<file path="src/rtl/accum_pkg.sv">
// Shared definitions for the accumulating adder: FSM state encoding and
// default operand width / transaction length.
package accum_pkg;

   typedef enum logic [1:0] {
      IDLE  = 2'd0,
      ACCUM = 2'd1,
      DONE  = 2'd2
   } state_t;

   localparam int DEFAULT_WIDTH     = 32;
   localparam int DEFAULT_MAX_TERMS = 16;

endpackage

</file>
<file path="src/rtl/accum_ext.sv">
// Widens an operand from WIDTH to SW bits before accumulation.
// Sign-extends when ACCUM_SIGNED_EN is defined, zero-extends otherwise.
module accum_ext #(
   parameter int WIDTH = 32,
   parameter int SW    = 36
) (
   input  logic [WIDTH-1:0] din,
   output logic [SW-1:0]    dout
);

`ifdef ACCUM_SIGNED_EN
   assign dout = {{(SW-WIDTH){din[WIDTH-1]}}, din};
`else
   assign dout = {{(SW-WIDTH){1'b0}}, din};
`endif

endmodule

</file>
<file path="src/rtl/accum_adder.sv">
// Sums a variable-length stream of operands (closed by in_last or after
// MAX_TERMS beats) and presents sum, count and truncation flag downstream.
// Build option: define ACCUM_SIGNED_EN for two's-complement operands.
module accum_adder
   import accum_pkg::*;
#(
   parameter int WIDTH     = DEFAULT_WIDTH,
   parameter int MAX_TERMS = DEFAULT_MAX_TERMS,
   localparam int SW       = WIDTH + $clog2(MAX_TERMS),
   localparam int CW       = $clog2(MAX_TERMS) + 1
) (
   input  logic             clk,
   input  logic             rst,
   input  logic             in_valid,
   output logic             in_ready,
   input  logic [WIDTH-1:0] in_data,
   input  logic             in_last,
   output logic             out_valid,
   input  logic             out_ready,
   output logic [SW-1:0]    out_sum,
   output logic [CW-1:0]    out_count,
   output logic             out_trunc
);

   state_t        state, state_nxt;
   logic [SW-1:0] acc, acc_nxt;
   logic [CW-1:0] count, count_nxt;
   logic          trunc, trunc_nxt;
   logic [SW-1:0] ext_data;

   accum_ext #(
      .WIDTH (WIDTH),
      .SW    (SW)
   ) u_ext (
      .din  (in_data),
      .dout (ext_data)
   );

   // Reset has priority, so an operand offered during reset is never taken
   always_ff @(posedge clk) begin
      if (rst) begin
         state <= IDLE;
         acc   <= '0;
         count <= '0;
         trunc <= 1'b0;
      end else begin
         state <= state_nxt;
         acc   <= acc_nxt;
         count <= count_nxt;
         trunc <= trunc_nxt;
      end
   end

   always_comb begin
      state_nxt = state;
      acc_nxt   = acc;
      count_nxt = count;
      trunc_nxt = trunc;
      in_ready  = 1'b0;
      out_valid = 1'b0;

      unique case (state)
         IDLE: begin
            in_ready = 1'b1;
            if (in_valid) begin
               acc_nxt   = ext_data;
               count_nxt = CW'(1);
               trunc_nxt = 1'b0;
               state_nxt = in_last ? DONE : ACCUM;
            end
         end

         ACCUM: begin
            in_ready = 1'b1;
            if (in_valid) begin
               acc_nxt   = acc + ext_data;
               count_nxt = count + CW'(1);
               if (in_last) begin
                  state_nxt = DONE;
               end else if (count_nxt == CW'(MAX_TERMS)) begin
                  // Closed by length rather than by the producer
                  state_nxt = DONE;
                  trunc_nxt = 1'b1;
               end
            end
         end

         DONE: begin
            out_valid = 1'b1;
            if (out_ready) begin
               state_nxt = IDLE;
               acc_nxt   = '0;
               count_nxt = '0;
               trunc_nxt = 1'b0;
            end
         end

         default: begin
            state_nxt = IDLE;
         end
      endcase
   end

   assign out_sum   = acc;
   assign out_count = count;
   assign out_trunc = trunc;

endmodule

</file>
<file path="config.mk">
export PLATFORM = sky130hd
export DESIGN_NAME = accum_adder
export DESIGN_NICKNAME = d
export VERILOG_FILES = /design/src/rtl/accum_pkg.sv /design/src/rtl/accum_ext.sv /design/src/rtl/accum_adder.sv
export SDC_FILE = /design/constraint.sdc
export NUM_CORES = 1
export LEC_CHECK = 0
export ABC_CLOCK_PERIOD_IN_PS = 3430
export CAP_MARGIN = 10
export CORE_MARGIN = 2
export CORE_UTILIZATION = 50
export CTS_BUF_LIST = sky130_fd_sc_hd__clkbuf_16
export DETAILED_ROUTE_END_ITERATION = 12
export GPL_ROUTABILITY_DRIVEN = 0
export GPL_TIMING_DRIVEN = 0
export PLACE_DENSITY = 0.89
export SYNTH_ARGS = -nofsm -noshare
export SYNTH_HDL_FRONTEND = slang
export SYNTH_SLANG_ARGS = --single-unit
</file>
<file path="constraint.sdc">
create_clock -name clk -period 3.43 [get_ports clk]
set_clock_uncertainty 0.15 [all_clocks]
set_input_delay 0.5145 -clock clk [delete_from_list [all_inputs] [get_ports clk]]
set_output_delay 0.5145 -clock clk [all_outputs]
set_load 0.05 [all_outputs]
</file>
After elaboration in Yosys (flattened, before gate mapping)
Cells that the tools add are included.
Widths: inputs -> output; s select.
{ "totals": {"elab_cells": 44, "out_inout_bits": 44, "input_bits": 37, "reg_bits": 44} }
{ "classes": {"eq_ne": 9, "add_sub_neg": 2, "muxes": 23, "n_reduce_logical": 6} }
{ "ops": {"columns": ["op", "n"], "rows": [
  ["$mux 36", 3],
  ["$pmux 36 s3", 1],
  ["$add 36x32->36", 1],
  ["$mux 5", 3],
  ["$pmux 5 s3", 1],
  ["$mux 2", 6],
  ["$ne 2x2->1 const B", 5],
  ["$reduce_and 4->1", 2],
  ["$mux 1", 7],
  ["$pmux 2 s3", 1],
  ["$reduce_and 6->1", 1],
  ["$add 5x1->5 const B", 1],
  ["$eq 5x5->1 const B", 1],
  ["$ne 3x3->1 const B", 1],
  ["$pmux 1 s3", 1],
  ["$reduce_bool 3->1", 1],
  ["$eq 2x1->1 const B", 1],
  ["$eq 2x2->1 const B", 1],
  ["$logic_not 2->1", 1],
  ["$reduce_or 2->1", 1]
]} }

Longest topological paths before layout
{ "depth": {"ltp_word": 6, "depth_mapped": 11, "ltp_nobuf": 11} }

By module
A second synthesis with hierarchy kept.
{ "hier_totals": {"hier_cells": 568, "hier_area_um2": 4246.6} }
{ "by_module_without_submodules": {"columns": ["module", "cells_per_inst", "seq_area_each_um2", "n_inst", "area_each_um2"], "rows": [
  ["accum_adder", 531, 880.8, 1, 3972.6],
  ["accum_ext", 37, 0.0, 1, 274.0]
]} }

Worst setup path before layout
OpenSTA, ideal clock, no wires.
{ "synth_timing": {"kind": "register to register", "from": "reg acc[0] (netlist: out_sum[0])", "to": "reg acc[24] (netlist: out_sum[24])", "period_less_slack_ns": 3.048, "setup_ns": 0.132, "slack_ns": 0.382, "path_stages_with_launch": 12, "required_time_ns": 3.148, "path_buffers": 0, "t_arrival_ns": 2.766, "cell_sequence": "dfxtp_1 > ha_1 > fa_1 > a211oi_2 > o211ai_2 > a21oi_2 > o31ai_2 > a221o_2 > a21oi_2 > xnor2_1 > a221oi_1 > nor3_1"} }
{ "synth_via": {"elab_chain_cells": 3} }
{ "synth_lines": {"columns": ["item", "line_no", "rtl"], "rows": [
  ["start: declaration", "accum_adder.sv:26", "logic [SW-1:0] acc, acc_nxt;"],
  ["start signal: assignment", "accum_adder.sv:48", "acc <= acc_nxt;"],
  ["$add 36x32->36", "accum_adder.sv:76", "acc_nxt = acc + ext_data;"],
  ["$mux 36", "accum_adder.sv:75", "if (in_valid) begin"],
  ["$pmux 36 s3", "accum_adder.sv:62", "unique case (state)"]
]} }
No other way between the ends. The select of a mux whose other input is x is not followed.
A chain may end at the register's enable or synchronous reset.

Worst setup path after layout
{ "layout_timing": {"from": "in in_data[11]", "to": "reg acc[35] (netlist: out_sum[35])"} }
{ "layout_via": {"elab_chain_cells": 3} }
{ "layout_lines": {"columns": ["item", "line_no", "rtl"], "rows": [
  ["start: declaration", "accum_adder.sv:16", "input logic [WIDTH-1:0] in_data,"],
  ["$add 36x32->36", "accum_adder.sv:76", null],
  ["$mux 36", "accum_adder.sv:75", null],
  ["$pmux 36 s3", "accum_adder.sv:62", null]
]} }
No other way between the ends. The select of a mux whose other input is x is not followed.

==> reports/summary.txt <==
Status = finished clean
Number of buffers on the longest clock path = 2
Power per cell area = 733 nW/µm²
Syn_nets = 540
Drt drc = 0
Total vias in the final route = 4164
Worst max-slew margin expressed relative to the limit = 58.7%
Critical-path cell with the highest stage delay = sky130_fd_sc_hd__clkdlybuf4s50_1
Seq/Total Area, Yosys = 24.0%
Pin count of the biggest net entering global routing = 16
Remaining antenna violation count after routing = 0
TritonCTS buffer count = 5
Min-Delay Path Class = reg2reg
Most common flop cell mapped by yosys = sky130_fd_sc_hd__dfxtp_1
Yosys reg bits = 44
Nets@finish = 629
Placed Instance Area = 4590 µm²
Initial core utilization = 51.2%
Fraction of final layout cells with drive strength greater than 1 = 6.68%
Launching element type of the critical path = primary input
Ordered cell list for the critical path = clkdlybuf4s50_1, ha_1, and4_1, nand2_1, a21o_1, a31oi_4, a311o_1, a211oi_2, o21bai_1, mux2i_1, o21ai_1
Clock-pin slew reported for the worst setup and hold paths after clock tree synthesis = 0.07 ns
Leak = 1.96 nW
Wire length of the first global-routing pass = 18100 µm
Antenna violations before repair = 0
Clock Root Buffer = sky130_fd_sc_hd__clkbuf_16
Number of instances in the synthesized netlist = 464
Final critical-path share of the clock period = 95.8%
Post-Syn Area per Cell = 7.91 µm²
Aggregate routed wire length = 11700 µm
Arr. time, crit path = 3.32 ns
Clock Latency Late Sink = 0.30 ns
Final min period = 3.29 ns
Fill count = 581
Number of antenna cells inserted = 0
Least setup slack across all paths after layout = 0.143 ns
Ports placed on the boundary = 81
Fmax = 304 MHz
Hold-fix buffer count after cts = 0
Overall power of the completed layout = 3.58 mW
Global-route total usage across every layer = 28.6%
Number of placement rows = 31
DRC violation total after the first TritonRoute iteration = 359
Input/output buffers = 79
Number of pins with negative max-slew slack in the final report = 0
Yosys warning count = 0
Setup crit end kind = flip-flop
Detailed-route vias per instance = 6.38
Worst-Margin Slew = 0.620 ns
Async set-or-reset flop fraction in the synthesized netlist = 0%
Hpwl dp = 8380 µm
Clock tree from TritonCTS = built
Syn Std Cell Area = 3670 µm²
Most common cell after layout, fill and taps aside = sky130_fd_sc_hd__clkdlybuf4s50_1
Avg WL per Cell = 18.0 µm
Vias in the first global route = 3958
RSZ-0062 raised after global routing = false
Floorplan die area = 8040 µm²
Top fanout value on the critical path = 6
Peak supply drop = 0.367 mV
DIE HEIGHT = 89.7 µm
Longest individual stage delay on the worst path = 0.46 ns
Clk sink count = 44
Endpoints failing hold = 0
WP data required = 3.47 ns
H-Tree Level Count = 2
Grt total ovfl = 0
Number of synthesized flops with an enable pin = 0
Area growth from synthesis to layout = 33.1%
Worst-case setup slack after placement = -0.380 ns
Count of max-cap constraint violations = 0
Classification of the worst setup path = in2reg
CORE AREA = 7180 µm²
Most used cells in the layout excluding fill and tap cells = 78 x sky130_fd_sc_hd__clkdlybuf4s50_1, 55 x sky130_fd_sc_hd__nor2_1, 44 x sky130_fd_sc_hd__dfxtp_1
Number of distinct library cells after synthesis = 55
Die extent in x = 89.7 µm
Final Setup Violations = 0
Finished Cell Area = 4880 µm²
Initial DRT Pass Iterations = 5
[stage by stage]
stage	setup TNS (ns)	hold WS (ns)	util (%)	cells
CTS	0	0.353	67.1	652
global placement	-2.13	0.328	63.9	642
finish	0	0.355	68.1	653
floorplan	0	0.316	-	464
global route	0	0.379	68.1	653
detailed placement	-3.81	0.342	63.9	642
[cells by family (layout without fill, tap and decap cells)]
family	after synthesis	in the layout	synth area share [%]
XOR/XNOR	30	30	7.16
flip-flops	44	44	24.0
multiplexers	1	1	0.273
AO/OA/AOI/OAI	155	155	31.4
AND/OR/NAND/NOR	158	158	19.9
buffers and inverters	37	127	3.82
adder cells (fa/ha/maj)	39	39	13.5
[cell usage after synthesis, types with 3 or more instances]
master	instances	area [µm²]
sky130_fd_sc_hd__a21oi_1	34	170
sky130_fd_sc_hd__nor2_1	55	206
sky130_fd_sc_hd__ha_1	38	475
sky130_fd_sc_hd__o21bai_1	6	45.0
sky130_fd_sc_hd__xor2_1	12	105
sky130_fd_sc_hd__and3_1	3	18.8
sky130_fd_sc_hd__inv_1	9	33.8
sky130_fd_sc_hd__nand4_1	5	31.3
sky130_fd_sc_hd__o21a_1	6	45.0
sky130_fd_sc_hd__xnor2_1	18	158
sky130_fd_sc_hd__o21ai_0	14	70.1
sky130_fd_sc_hd__a221oi_1	28	245
sky130_fd_sc_hd__a31oi_1	5	31.3
sky130_fd_sc_hd__dfxtp_1	44	881
sky130_fd_sc_hd__a211oi_1	5	37.5
sky130_fd_sc_hd__and4_1	4	35.0
sky130_fd_sc_hd__nand2_1	30	113
sky130_fd_sc_hd__o31ai_1	4	30.0
sky130_fd_sc_hd__clkbuf_1	27	101
sky130_fd_sc_hd__a21o_1	18	135
sky130_fd_sc_hd__o21ai_1	7	35.0
sky130_fd_sc_hd__nand3_1	15	75.1
sky130_fd_sc_hd__a221oi_2	3	45.0
sky130_fd_sc_hd__nor3_1	34	170
sky130_fd_sc_hd__and2_1	3	18.8
[worst paths after layout]
kind / startpoint / cells past startpoint / slack [ns] / end
max: in_data[11] / 11 / 0.14 / out_sum[35]$_SDFFE_PP0P_
min: state[0]$_SDFFE_PP0P_ / 2 / 0.36 / state[0]$_SDFFE_PP0P_
max reg2reg: out_sum[0]$_SDFFE_PP0P_ / 11 / 0.32 / out_sum[24]$_SDFFE_PP0P_
min reg2reg: state[0]$_SDFFE_PP0P_ / 2 / 0.36 / state[0]$_SDFFE_PP0P_
[critical path: cells and delay by family]
kind | cells | cell delay (ns)
buffers and inverters | 1 | 0.46
muxes | 1 | 0.23
AOI/OAI and AO/OA | 6 | 1.25
and+or+nand+nor | 2 | 0.43
adders and majority gates | 1 | 0.43
[area by class of cell]
type | count | area (µm²) | area share (%)
Buffer | 28 | 106 | 2.18
Clock buffer | 5 | 125 | 2.56
Clock inverter | 3 | 46.3 | 0.948
Inverter | 9 | 33.8 | 0.692
Multi-Input combinational cell | 383 | 2760 | 56.4
Sequential cell | 44 | 881 | 18.0
Tap cell | 99 | 124 | 2.54
Timing Repair Buffer | 82 | 812 | 16.6
[sequential cells by signal (all words and copies together), names as in the netlist]
name and cells:
out_count 5, state 2, out_trunc 1, out_sum 36
[timing repair]
action	in CTS	in global routing
setup buffers	2	1
hold endpoints to repair	0	0
setup endpoints to repair	9	10
gates resized for setup	7	11
pin swaps	9	5
[where the power goes]
| part | switching [mW] | internal, mW | leakage, nW |
|---|---|---|---|
| Combinational | 1.45 | 0.837 | 1.52 |
| Sequential | 0.0979 | 0.622 | 0.363 |
| Clock | 0.229 | 0.347 | 0.0804 |
| Total | 1.77 | 1.81 | 1.96 |
[routing by layer]
layer	global-route usage, %	vias to the layer above	routed length (µm)
met5	0	-	0
met4	15.9	0	495
met3	4.48	43	886
met2	48.8	238	5730
met1	34.1	1947	4630
li1	-	1936	-
(Power assumes the default switching activity.)
